$ cat src/rtl/pipe_hazard_ctrl.sv
// -----------------------------------------------------------------------------
// pipe_hazard_ctrl
//
// Hazard, forwarding and stall controller for the 5-stage RV32I pipeline with
// variable-latency instruction and data memories. It sits beside the datapath
// and looks at register addresses and control bits from the D, E, M and W
// stages. From these it drives:
//   - the EX-stage forwarding mux selects;
//   - the per-stage stall enables of the dp_reg pipeline registers;
//   - the per-stage flush enables of the dp_reg pipeline registers.
//
// It also contains:
//   - a memory-wait FSM with a timeout error;
//   - saturating stall and flush performance counters.
//
// Parameters
//   AW        register-address width
//   FWD_EN    1 = forward from EX/MEM and MEM/WB
//             0 = no forwarding; stall D on any RAW against E, M or W
//   MAX_WAIT  consecutive data-memory wait cycles before mem_err is raised
//   CNT_W     width of the performance counters
//
// Ports
//   clk, rst                  rising-edge clock, synchronous active-high reset
//   rs1_d, rs2_d              ID source registers
//   use_rs1_d, use_rs2_d      ID instruction actually reads rs1 / rs2
//   rs1_e, rs2_e              EX source registers (forwarding consumers)
//   rd_e, reg_write_e         EX destination and its write enable
//   is_load_e                 EX instruction is a load
//   rd_m, reg_write_m         MEM destination and its write enable
//   rd_w, reg_write_w         WB destination and its write enable
//   pc_src_e                  taken branch / jump resolved in EX
//   mreq_m, mem_ready         data-memory request and completion
//   imem_ready                instruction word valid this cycle
//   forward_rs1/forward_rs2   00 register file, 01 EX/MEM, 10 MEM/WB
//   stall_f/d/e/m             hold PC, IF/ID, ID/EX, EX/MEM
//   flush_d/e/w               bubble into IF/ID, ID/EX, MEM/WB
//   mem_err                   sticky data-memory timeout flag
//   stall_cnt                 saturating count of cycles with stall_f high
//   flush_cnt                 saturating count of applied redirects
//   dbg_state                 FSM state: 0 IDLE, 1 WAIT, 2 ERR
//
// Handshake: the data memory owns completion. A request (mreq_m) is complete
// in the cycle where mem_ready is high; every cycle with mreq_m high and
// mem_ready low is a wait cycle, during which the whole pipeline is frozen
// from PC up to EX/MEM, and a bubble is pushed into MEM/WB. The instruction
// memory is treated the same way via imem_ready, but it only holds the front
// end.
// -----------------------------------------------------------------------------
module pipe_hazard_ctrl #(
  parameter int AW       = 5,
  parameter int FWD_EN   = 1,
  parameter int MAX_WAIT = 255,
  parameter int CNT_W    = 32
) (
  input  logic             clk,
  input  logic             rst,
  input  logic [AW-1:0]    rs1_d,
  input  logic [AW-1:0]    rs2_d,
  input  logic             use_rs1_d,
  input  logic             use_rs2_d,
  input  logic [AW-1:0]    rs1_e,
  input  logic [AW-1:0]    rs2_e,
  input  logic [AW-1:0]    rd_e,
  input  logic             reg_write_e,
  input  logic             is_load_e,
  input  logic [AW-1:0]    rd_m,
  input  logic             reg_write_m,
  input  logic [AW-1:0]    rd_w,
  input  logic             reg_write_w,
  input  logic             pc_src_e,
  input  logic             mreq_m,
  input  logic             mem_ready,
  input  logic             imem_ready,
  output logic [1:0]       forward_rs1,
  output logic [1:0]       forward_rs2,
  output logic             stall_f,
  output logic             stall_d,
  output logic             stall_e,
  output logic             stall_m,
  output logic             flush_d,
  output logic             flush_e,
  output logic             flush_w,
  output logic             mem_err,
  output logic [CNT_W-1:0] stall_cnt,
  output logic [CNT_W-1:0] flush_cnt,
  output logic [1:0]       dbg_state
);

  // Wait counter is wide enough to hold MAX_WAIT itself.
  localparam int WCW = (MAX_WAIT < 2) ? 1 : $clog2(MAX_WAIT + 1);

  typedef enum logic [1:0] {
    ST_IDLE = 2'd0,
    ST_WAIT = 2'd1,
    ST_ERR  = 2'd2
  } state_t;

  state_t           r_state;
  logic [WCW-1:0]   r_wait_cnt;
  logic             r_mem_err;
  logic [CNT_W-1:0] r_stall_cnt;
  logic [CNT_W-1:0] r_flush_cnt;

  logic [WCW-1:0]   w_wait_inc;
  logic             w_mem_wait;
  logic             w_mem_stall;
  logic             w_raw_d;

  // Per-source match flags; x0 never matches.
  logic w_hit1_e, w_hit1_m, w_hit1_w;
  logic w_hit2_e, w_hit2_m, w_hit2_w;

  // ---------------------------------------------------------------------------
  // Forwarding selects. MEM/WB is only used when EX/MEM does not supply a
  // younger value for the same register.
  // ---------------------------------------------------------------------------
  always_comb begin
    forward_rs1 = 2'b00;
    forward_rs2 = 2'b00;
    if (FWD_EN != 0) begin
      if (reg_write_m && (rd_m != '0) && (rs1_e == rd_m)) begin
        forward_rs1 = 2'b01;
      end else if (reg_write_w && (rd_w != '0) && (rs1_e == rd_w)) begin
        forward_rs1 = 2'b10;
      end
      if (reg_write_m && (rd_m != '0) && (rs2_e == rd_m)) begin
        forward_rs2 = 2'b01;
      end else if (reg_write_w && (rd_w != '0) && (rs2_e == rd_w)) begin
        forward_rs2 = 2'b10;
      end
    end
  end

  // ---------------------------------------------------------------------------
  // RAW detection for the instruction in ID.
  // ---------------------------------------------------------------------------
  assign w_hit1_e = use_rs1_d && (rs1_d != '0) && reg_write_e && (rs1_d == rd_e);
  assign w_hit1_m = use_rs1_d && (rs1_d != '0) && reg_write_m && (rs1_d == rd_m);
  assign w_hit1_w = use_rs1_d && (rs1_d != '0) && reg_write_w && (rs1_d == rd_w);
  assign w_hit2_e = use_rs2_d && (rs2_d != '0) && reg_write_e && (rs2_d == rd_e);
  assign w_hit2_m = use_rs2_d && (rs2_d != '0) && reg_write_m && (rs2_d == rd_m);
  assign w_hit2_w = use_rs2_d && (rs2_d != '0) && reg_write_w && (rs2_d == rd_w);

  always_comb begin
    w_raw_d = 1'b0;
    if (FWD_EN != 0) begin
      // With forwarding only a load in EX cannot be bypassed in time.
      w_raw_d = (w_hit1_e || w_hit2_e) && is_load_e;
    end else begin
      w_raw_d = w_hit1_e || w_hit2_e || w_hit1_m || w_hit2_m || w_hit1_w || w_hit2_w;
    end
  end

  // ---------------------------------------------------------------------------
  // Stall / flush priority. A memory stall freezes EX, so pc_src_e is held
  // stable and the redirect is simply applied in the release cycle.
  // ---------------------------------------------------------------------------
  assign w_mem_wait  = mreq_m && !mem_ready;
  assign w_mem_stall = w_mem_wait || (r_state == ST_ERR);

  always_comb begin
    stall_f = 1'b0;
    stall_d = 1'b0;
    stall_e = 1'b0;
    stall_m = 1'b0;
    flush_d = 1'b0;
    flush_e = 1'b0;
    flush_w = 1'b0;
    if (!rst) begin
      if (w_mem_stall) begin
        stall_f = 1'b1;
        stall_d = 1'b1;
        stall_e = 1'b1;
        stall_m = 1'b1;
        flush_w = 1'b1;
      end else if (pc_src_e) begin
        // A load-use consumer in ID is killed by this flush, so no stall.
        flush_d = 1'b1;
        flush_e = 1'b1;
      end else if (w_raw_d) begin
        stall_f = 1'b1;
        stall_d = 1'b1;
        flush_e = 1'b1;
      end else if (!imem_ready) begin
        stall_f = 1'b1;
        flush_d = 1'b1;
      end
    end
  end

  // ---------------------------------------------------------------------------
  // Memory-wait FSM. The counter holds the number of consecutive wait cycles
  // seen so far, including the current one once registered.
  // ---------------------------------------------------------------------------
  assign w_wait_inc = r_wait_cnt + WCW'(1);

  always_ff @(posedge clk) begin
    if (rst) begin
      r_state    <= ST_IDLE;
      r_wait_cnt <= '0;
      r_mem_err  <= 1'b0;
    end else begin
      case (r_state)
        ST_IDLE: begin
          if (w_mem_wait) begin
            r_wait_cnt <= WCW'(1);
            if (MAX_WAIT <= 1) begin
              r_state   <= ST_ERR;
              r_mem_err <= 1'b1;
            end else begin
              r_state <= ST_WAIT;
            end
          end
        end
        ST_WAIT: begin
          // Completion releases in the same cycle; a withdrawn request is
          // treated as complete so the counter cannot run on stale state.
          if (mem_ready || !mreq_m) begin
            r_state    <= ST_IDLE;
            r_wait_cnt <= '0;
          end else begin
            r_wait_cnt <= w_wait_inc;
            if (w_wait_inc >= WCW'(MAX_WAIT)) begin
              r_state   <= ST_ERR;
              r_mem_err <= 1'b1;
            end
          end
        end
        ST_ERR: begin
          r_mem_err <= 1'b1;
        end
        default: begin
          r_state    <= ST_IDLE;
          r_wait_cnt <= '0;
        end
      endcase
    end
  end

  // ---------------------------------------------------------------------------
  // Saturating performance counters. flush_cnt counts redirects actually
  // applied, i.e. not deferred by a memory stall.
  // ---------------------------------------------------------------------------
  always_ff @(posedge clk) begin
    if (rst) begin
      r_stall_cnt <= '0;
      r_flush_cnt <= '0;
    end else begin
      if (stall_f && (r_stall_cnt != '1)) begin
        r_stall_cnt <= r_stall_cnt + CNT_W'(1);
      end
      if (pc_src_e && !w_mem_stall && (r_flush_cnt != '1)) begin
        r_flush_cnt <= r_flush_cnt + CNT_W'(1);
      end
    end
  end

  assign mem_err   = r_mem_err;
  assign stall_cnt = r_stall_cnt;
  assign flush_cnt = r_flush_cnt;
  assign dbg_state = r_state;

endmodule

$ cat config.mk
export PLATFORM = sky130hd
export DESIGN_NAME = pipe_hazard_ctrl
export DESIGN_NICKNAME = d
export VERILOG_FILES = /design/src/rtl/pipe_hazard_ctrl.sv
export SDC_FILE = /design/constraint.sdc
export NUM_CORES = 1
export LEC_CHECK = 0
export CAP_MARGIN = 0
export CORE_MARGIN = 5
export CORE_UTILIZATION = 50
export DETAILED_ROUTE_END_ITERATION = 10
export GPL_TIMING_DRIVEN = 0
export PLACE_DENSITY = 0.92
export SLEW_MARGIN = 20
export SYNTH_ARGS = -nofsm -noshare
export SYNTH_HDL_FRONTEND = slang
export SYNTH_SLANG_ARGS = --single-unit
$ cat constraint.sdc
create_clock -name clk -period 6.65 [get_ports clk]
set_clock_uncertainty 0.05 [all_clocks]
set_input_delay 1.33 -clock clk [delete_from_list [all_inputs] [get_ports clk]]
set_output_delay 1.33 -clock clk [all_outputs]
set_load 0.05 [all_outputs]
==> qor.csv <==
stage,metric,value,unit
logic_synthesis,synth_seq_cells,75,
logic_synthesis,syn_area,0.00434,mm^2
cts,post-cts-setup-buffer-count,0,
worst_setup_path,max_stage_delay,0.69,ns
logic_synthesis,synth_fp_nets,585,
pwr,clkPwrFrac,0.368,
placement,io_buffers,124,
placement,routabilityCongestion,0.884,
logic_synthesis,synthTopCellsByCount,"75 x dfxtp_1, 56 x nor2_1, 42 x a21oi_1",
layout,n_antenna_cell,0,
layout,final_nets,720,
cts,post_cts_resized,0,
floorplan,dieArea,0.0106,mm^2
sta,fin_crit_sh,0.818,
worst_setup_path,cp-end-kind,output pin,
cts,clock_latency,0.35,ns
placement,dpl.hpwl,10200,um
sta,slew_headroom,0.497,
sta,fin_crit,5.44,ns
logic_synthesis,seq_area_frac_synth,0.346,
cts,cts_buffers,9,
logic_synthesis,syn_inst,531,
pwr,comb_power_share,0.153,
worst_setup_path,arrival,4.06,ns
placement,post-place-cells,763,
logic_synthesis,yosys.area.top_type_share,0.346,
layout,area_delta_synth_final,36.2,%
worst_setup_path,critPathCapture,stall_m,
grt,grtUsageMet2,0.461,
pwr,p_int,0.000688,W
floorplan,fp.dieW,103,um
logic_synthesis,async_reset_ff_frac,0,
worst_setup_path,worst_setup_path_start_kind,primary input,
job,maxCapViolations,0,
worst_setup_path,required,5.27,ns
worst_setup_path,crit_buf_inv,6,
sta,hold_slack,0.440,ns
grt,grt_pass1_wl,21900,um
cts,tritoncts,yes,
min_path,hold_path.class,register to register,
cts,clockRootBuffer,clkbuf_8,
grt,antenna_found_initial,0,
worst_setup_path,reg2reg_slack,3.95,ns
logic_synthesis,yosys.area.top_type,dfxtp_1,
layout,multi_input_area,0.00267,mm^2
sta,finalHoldViolCount,0,
logic_synthesis,ys_types,53,
outcome,status,"finished, final reports clean",
floorplan,floorplan.initialDensity,0.505,
route,wl_per_cell,17.8,um
min_path,hp-start,mem_err,
floorplan,num_rows,34,
sta,max_freq,0.184,GHz
layout,num-fill-cells,675,
pwr,sw_frac_of_total,0.279,
route,detail-route-antenna-nets,0,
floorplan,chipHeight,103,um
worst_setup_path,r2r-end,stall_cnt[27],
route,num_vias,4755,
pwr,vdd_drop_max,158,uV
sta,finalSetupViolations,0,
worst_setup_path,r2r_cells,9,
pwr,p_sw,0.000267,W
grt,grt_max_degree,14,
worst_setup_path,cp-startpoint,rst,
worst_setup_path,crit_cells,7,
worst_setup_path,critPathTopFamily,buffers and inverters,
logic_synthesis,synth_ff_type,dfxtp_1,
grt,grt_use_met3,0.0670,
logic_synthesis,yosysMostFrequentCell,dfxtp_1,
grt,grtUsageMet1,0.287,
logic_synthesis,synth_edf_count,0,
cts,htreeDepth,3,
cts,cts_max_path_buffers,2,
logic_synthesis,yosys_warnings,0,
route,first_pass_iters,5,
sta,tightest_slew,0.754,ns
grt,busiest_layer,met2,
layout,final_cells,779,
route,drt-initial-drc-count,323,
pwr,power_frac_seq,0.479,
worst_setup_path,crit_chain,clkdlybuf4s50_1 > clkbuf_1 > clkbuf_1 > buf_1 > nor2_1 > buf_4 > clkdlybuf4s50_1,
floorplan,ios,125,
worst_setup_path,critPathMaxFanout,10,
logic_synthesis,synth_area_leaders,"dfxtp_1 35%, xnor2_1 5.9%, xor2_1 5.0%",
cts,cts-hold-fix-buffers,0,
route,vias_per_cell,6.10,
layout,layout-drive-gt1-share,0.0611,
sta,fin_tns_setup,0,ns
route,drc_errors,0,
worst_setup_path,slowest_stage,clkdlybuf4s50_1,
sta,rsz0062_at_grt,false,
cts,clk_pin_slew,0.07,ns
cts,clock_sinks,75,
worst_setup_path,r2r-start,dbg_state[0],
grt,grt_pass1_vias,4786,
pwr,total_power,0.000955,W
floorplan,fp.coreArea,0.00859,mm^2
pwr,leakage,1.91,nW
worst_setup_path,path_class,primary input to output pin,
grt,track_usage,0.257,
pwr,power_density,162,mW/mm^2
sta,slew_viol_final,0,
grt,overflow,0,
route,routed_wl,13900,um
layout,final-seq-area,0.00150,mm^2
logic_synthesis,syn_area_per_cell,8.17,um^2
-- registers in the layout (all words and copies together), names as in the netlist --
register    cells
stall_cnt      32
mem_err         1
flush_cnt      32
dbg_state       2
r_wait_cnt      8
-- per-stage QoR --
step	setup WS, ns	util	instance area, um^2
2_1_floorplan	1.36	-	4340
5_1_grt	1.06	0.688	5910
4_1_cts	1.19	0.688	5910
6_report	1.21	0.688	5910
3_5_place_dp	1.22	0.665	5720
3_3_place_gp	1.24	0.665	5720
-- layout make-up --
class	instances	area share
Multi-Input combinational cell	420	0.452
Sequential cell	75	0.254
Timing Repair Buffer	124	0.210
Tap cell	108	0.0229
Clock buffer	10	0.0216
Buffer	22	0.0197
Clock inverter	6	0.0110
Inverter	14	0.00889
-- power groups by stage --
stage	clock network, W	registers [W]	logic (W)
2_1_floorplan	0	0.000479	0.0000670
3_3_place_gp	0	0.000468	0.000139
3_5_place_dp	0	0.000468	0.000144
4_1_cts	0.000354	0.000458	0.000145
5_1_grt	0.000376	0.000459	0.000157
6_report	0.000351	0.000458	0.000146
-- layout by cell type, fill, tap and decap left out, types with 23 or more instances in the layout --
master	Yosys	routed
a21oi_1	42	42
clkdlybuf4s50_1	0	124
dfxtp_1	75	75
nand2_1	39	39
nand3_1	31	31
nand4_1	23	23
nor2_1	56	56
or4_1	25	25
xnor2_1	29	29
xor2_1	25	25
-- worst min-delay path: cells and delay by family (launching register included) --
family	cells	cell delay, ns
flip-flops	1	0.34
AND/OR/NAND/NOR	1	0.08
AO/OA/AOI/OAI	1	0.04
-- kinds of logic after synthesis --
logic type               share of synthesized area
AO/OA/AOI/OAI                                0.157
XOR/XNOR                                     0.109
adder cells (fa/ha/maj)                     0.0202
buffers and inverters                       0.0389
flip-flops                                   0.346
multiplexers                                0.0173
AND/OR/NAND/NOR                              0.311
-- worst min-delay path by stage --
| stage | slack [ns] | cells past startpoint | endpoint |
|---|---|---|---|
| final | 0.44 | 2 | mem_err |
| after global placement | 0.41 | 2 | mem_err |
| after detailed placement | 0.42 | 2 | mem_err |
| after CTS | 0.44 | 2 | mem_err |
| after global routing | 0.48 | 2 | stall_cnt[22] |
| after floorplan | 0.40 | 1 | r_wait_cnt[7] |
-- layer usage --
layer	vias to the layer above	share of wire	wire length, um
met1	2208	0.38	5310
met2	267	0.50	6990
met5	-	0	0
met3	42	0.088	1220
li1	2238	-	-
met4	0	0.024	329
Power figures use the tool's default switching activity.
==> patch 1: new RTL, same flow settings <==
`FWD_EN`: 1 -> 0. Comments in the files are not updated.
--- a/src/rtl/pipe_hazard_ctrl.sv
+++ b/src/rtl/pipe_hazard_ctrl.sv
@@ -49,7 +49,7 @@
 // -----------------------------------------------------------------------------
 module pipe_hazard_ctrl #(
   parameter int AW       = 5,
-  parameter int FWD_EN   = 1,
+  parameter int FWD_EN   = 0,
   parameter int MAX_WAIT = 255,
   parameter int CNT_W    = 32
 ) (
Check against the original RTL: not equivalent (a bounded check fails within 4 cycles, from zero or initial values and one cycle with rst high).
==> patch 1 against the original RTL <==
Final area is 4.8% lower; synthesized area is 3.7% lower; count of clock-buffer cells in the layout stayed put; maximum frequency is 7.2% lower; wire length is 16% lower; sequential cell count stayed put; clock power is 10% higher; largest cell class unchanged; power is 3.1% higher; worst setup slack worse by 0.42 ns.
==> patch 1: results (changes against the original RTL) <==
max-vdd-ir-drop_mv: 0.102  # was 0.158 mV
cpMaxStageDelayCell: "clkdlybuf4s50_1"  # unchanged
antenna_cells: 0  # unchanged
cpLargestDelayFamily: "buffers and inverters"  # unchanged
worst_path_largest_cell_delay_ns: 0.90  # was 0.69 ns
io_buffers: 109  # was 124
numCtsBuffers: 9  # unchanged
ys.flop_type: "dfxtp_1"  # unchanged
first_pass_iters: 5  # unchanged
place_hpwl_um: 8900  # was 10200 µm
viasPerCell: 5.82  # was 6.10
fillers: 654  # was 675
drive_gt1_share_pct: 5.86  # was 6.11%
track_usage_pct: 23.0  # was 25.7%
htree_levels: 3  # unchanged
yosysSeqAreaShare_pct: 35.9  # was 34.6%
grt_pass1_wl_um: 19300  # was 21900 µm
status: "completed"  # unchanged
post_cts_resize_count: 0  # unchanged
gp_congestion: 0.939  # was 0.884
yosys_warnings: 0  # unchanged
ctsRootBufferMaster: "clkbuf_8"  # unchanged
postPlaceCellArea_um2: 5410  # was 5720 µm²
wl_met2_um: 5880  # was 6990 µm
wl_met3_um: 782  # was 1220 µm
yosys-top-cells-count: "dfxtp_1, nor2_1, xor2_1"  # was dfxtp_1, nor2_1, a21oi_1
grt_pass1_vias: 4259  # was 4786
final_nets: 680  # was 720
post_cts_buffers: 0  # unchanged
slew_headroom_pct: 53.0  # was 49.7%
wl_met1_um: 4680  # was 5310 µm
yosysUniqueCellTypes: 51  # was 53
clk_pin_slew_ns: 0.08
crit_arrival_ns: 4.48  # was 4.06 ns
async_flop_share_pct: 0  # unchanged
grt_max_degree: 14  # unchanged
clockBufferDepth: 2  # unchanged
cp_max_fo: 5  # was 10
dp_slack_ns: 0.796  # was 1.22 ns
grt_antenna_before_repair: 0  # unchanged
first_iter_violations: 164  # was 323
drt-total-wl_um: 11600  # was 13900 µm
worstSkewPairLatency_ns: 0.35  # about the same
synthTopCellsByArea: "dfxtp_1, xor2_1, nor2_1"  # was dfxtp_1, xnor2_1, xor2_1
hold_path_class: "reg2reg"  # unchanged
timing.final.max_slew_violations: 0  # unchanged
routed.top_layer: "met4"  # unchanged
leakagePower_nw: 1.94  # was 1.91 nW
==> patch 1: cell types whose count changed in the layout (fill, tap and decap cells not counted), sizes merged, moves of 8 or more <==
cell,change
nor2,+8
xor2,+16
clkdlybuf4s50,-15
nand4,-10
a21oi,-14
or4,-15
==> patch 1: worst paths after layout <==
check	cells past startpoint	slack [ns]	startpoint	endpoint
min reg2reg	2	0.42	mem_err	mem_err
min	2	0.42	mem_err	mem_err
max	7	0.79	rs2_d[1]	flush_d
max reg2reg	10	3.80	dbg_state[0]	flush_cnt[30]
==> patch 1: logic make-up (layout without fill, tap and decap cells) <==
family / count (synthesis) / in the layout / share of synthesized area, %
flops: 75 / 75 / 35.9
other cells: 1 / 4 / 0.0898
compound gates: 79 / 79 / 13.0
buf+inv: 41 / 166 / 4.46
simple gates: 227 / 227 / 28.6
fa+ha+maj: 7 / 7 / 2.10
mux: 9 / 9 / 2.40
xor+xnor: 64 / 64 / 13.4
==> patch 1: layout make-up <==
class	instances	area share (%)
Tap cell	105	2.33
Multi-Input combinational cell	390	44.4
Sequential cell	75	26.7
Buffer	23	2.11
Clock inverter	6	1.58
Inverter	18	1.20
Clock buffer	10	2.27
Timing Repair Buffer	109	19.4
==> patch 1: power breakdown <==
part	internal [mW]	total (mW)	switching, mW	leakage, nW
Sequential	0.453	0.458	0.00503	0.605
Clock	0.212	0.387	0.174	0.103
Combinational	0.0566	0.140	0.0837	1.23
==> patch 1: through the flow <==
stage                     instances  util (%)
after detailed placement        720      66.2
after global placement          720      66.2
after global routing            736      68.8
final                           736      68.8
after floorplan                 506         -
after CTS                       736      68.8
==> patch 1: layer usage <==
layer / GRT usage [%] / vias up
li1: - / 2035
met4: 8.38 / 0
met2: 41.8 / 179
met1: 26.6 / 2038
met5: 0 / -
met3: 4.48 / 29
==> patch 2: new RTL, config.mk and constraints unchanged <==
Made on the original files. Put one more register stage on the output `mem_err`, cleared by the reset. The value now appears one clock later. The other outputs are not delayed to match. Comments in the files are not updated.
--- a/src/rtl/pipe_hazard_ctrl.sv
+++ b/src/rtl/pipe_hazard_ctrl.sv
@@ -256,7 +256,13 @@
     end
   end
 
-  assign mem_err   = r_mem_err;
+  always_ff @(posedge clk) begin
+    if (rst) begin
+      mem_err <= '0;
+    end else begin
+      mem_err <= r_mem_err;
+    end
+  end
   assign stall_cnt = r_stall_cnt;
   assign flush_cnt = r_flush_cnt;
   assign dbg_state = r_state;
Function: no difference found for any inputs over 10 cycles, from zero or initial values and one cycle with rst high; that may be too few to reach the edited logic, so the function may still have changed.
==> patch 2 against the original RTL <==
Global-route usage is 1.9 points lower; wire length is 4.1% lower; sequential cell count is 1 higher; register-to-register slack worse by 0.07 ns; worst setup slack better by 0.087 ns; power is 9.5% higher; synthesized area is 2.5% higher; final area is 2.8% higher; largest cell class unchanged; largest power group unchanged.
==> patch 2: results (changes against the original RTL) <==
drive_gt1_share_pct: 7.86  # was 6.11%
critPathLaunch: "rs1_d[0]"  # was rst
synth_cells: 534  # was 531
drt-total-wl_um: 13300  # was 13900 µm
holdCritStartpoint: "r_mem_err"  # was mem_err
worst_path_largest_cell_delay_ns: 0.80  # was 0.69 ns
p_comb_mw: 0.142  # was 0.146 mW
track_usage_pct: 23.8  # was 25.7%
wl_per_cell_um: 17.0  # was 17.8 µm
holdWs_ns: 0.433  # was 0.440 ns
synth_nets: 588  # was 585
yosysUniqueCellTypes: 70  # was 53
vias: 4677  # was 4755
first_iter_violations: 299  # was 323
slew_headroom_pct: 54.1  # was 49.7%
gp_congestion: 0.897  # was 0.884
r2r_cells: 8  # was 9
fin_crit_sh_pct: 80.5  # was 81.8%
place_hpwl_um: 10300  # was 10200 µm
p_comb_share_pct: 13.6  # was 15.3%
final_nets: 723  # was 720
post_cts_resize_count: 0  # unchanged
dp_slack_ns: 1.33  # was 1.22 ns
wl_met3_um: 870  # was 1220 µm
wl_met1_um: 5360  # was 5310 µm
powerClk_mw: 0.440  # was 0.351 mW
leakagePower_nw: 2.00  # was 1.91 nW
crit_arrival_ns: 3.97  # was 4.06 ns
yosys-top-cells-count: "dfxtp_1, nor2_1, xnor2_1"  # was dfxtp_1, nor2_1, a21oi_1
reg2reg_slack_ns: 3.88  # was 3.95 ns
hold_depth: 2  # unchanged
endpoint: "flush_d"  # was stall_m
ys.flop_type: "dfxtp_1"  # unchanged
yosysSeqAreaShare_pct: 34.2  # was 34.6%
wl_met2_um: 6750  # was 6990 µm
post-place-cells: 766  # was 763
grt_max_degree: 15  # was 14
worstSkewPairLatency_ns: 0.36
grt_pass1_wl_um: 21900  # about the same
worstReg2RegEnd: "stall_cnt[31]"  # was stall_cnt[27]
grt_pass1_vias: 4577  # was 4786
cp_max_fo: 3  # was 10
status: "completed"  # unchanged
hold_path_end: "r_mem_err"  # was mem_err
met2_usage_pct: 41.7  # was 46.1%
htree_levels: 3  # unchanged
clk_pin_slew_ns: 0.08
synthTopCellsByArea: "dfxtp_1, xnor2_1, nor2_1"  # was dfxtp_1, xnor2_1, xor2_1
max-vdd-ir-drop_mv: 0.113  # was 0.158 mV
async_flop_share_pct: 0  # unchanged
p_sw_mw: 0.273  # was 0.267 mW
postPlaceCellArea_um2: 5830  # was 5720 µm²
r2r_start: "dbg_state[0]"  # unchanged
use_met1_pct: 28.1  # was 28.7%
grt_util_met3_pct: 5.03  # was 6.70%
yosys_warnings: 0  # unchanged
-- patch 2: cell count changes after synthesis, moves of 5 or more --
cell,delta
o21ai_0,+7
xor2_1,-7
o31ai_1,-15
or3_1,+8
o311ai_0,-5
nor3_1,+10
xnor2_1,+15
buf_2,-6
or4_1,-20
nand4_1,-6
-- patch 2: cell families (layout without fill, tap and decap cells) --
kind of cell               after synthesis  after routing  synth area share (%)
xor gates and xnor gates                62             62                  12.2
muxes                                    5              5                  1.18
AOI/OAI and AO/OA                       99             99                  14.4
adders and majority gates                7              7                  1.97
DFF                                     76             76                  34.2
and+or+nand+nor                        253            253                  32.2
buffers and inverters                   32            172                  3.88
-- patch 2: area by class of cell --
cell class                 count  area (µm²)
fill                         693        2610
tap                          108         135
clock buffer                   9         124
multi-input combinational    426        2760
sequential                    76        1520
buffer                        20         128
timing repair buffer         124        1240
inverter                      12        45.0
clock inverter                 7         121
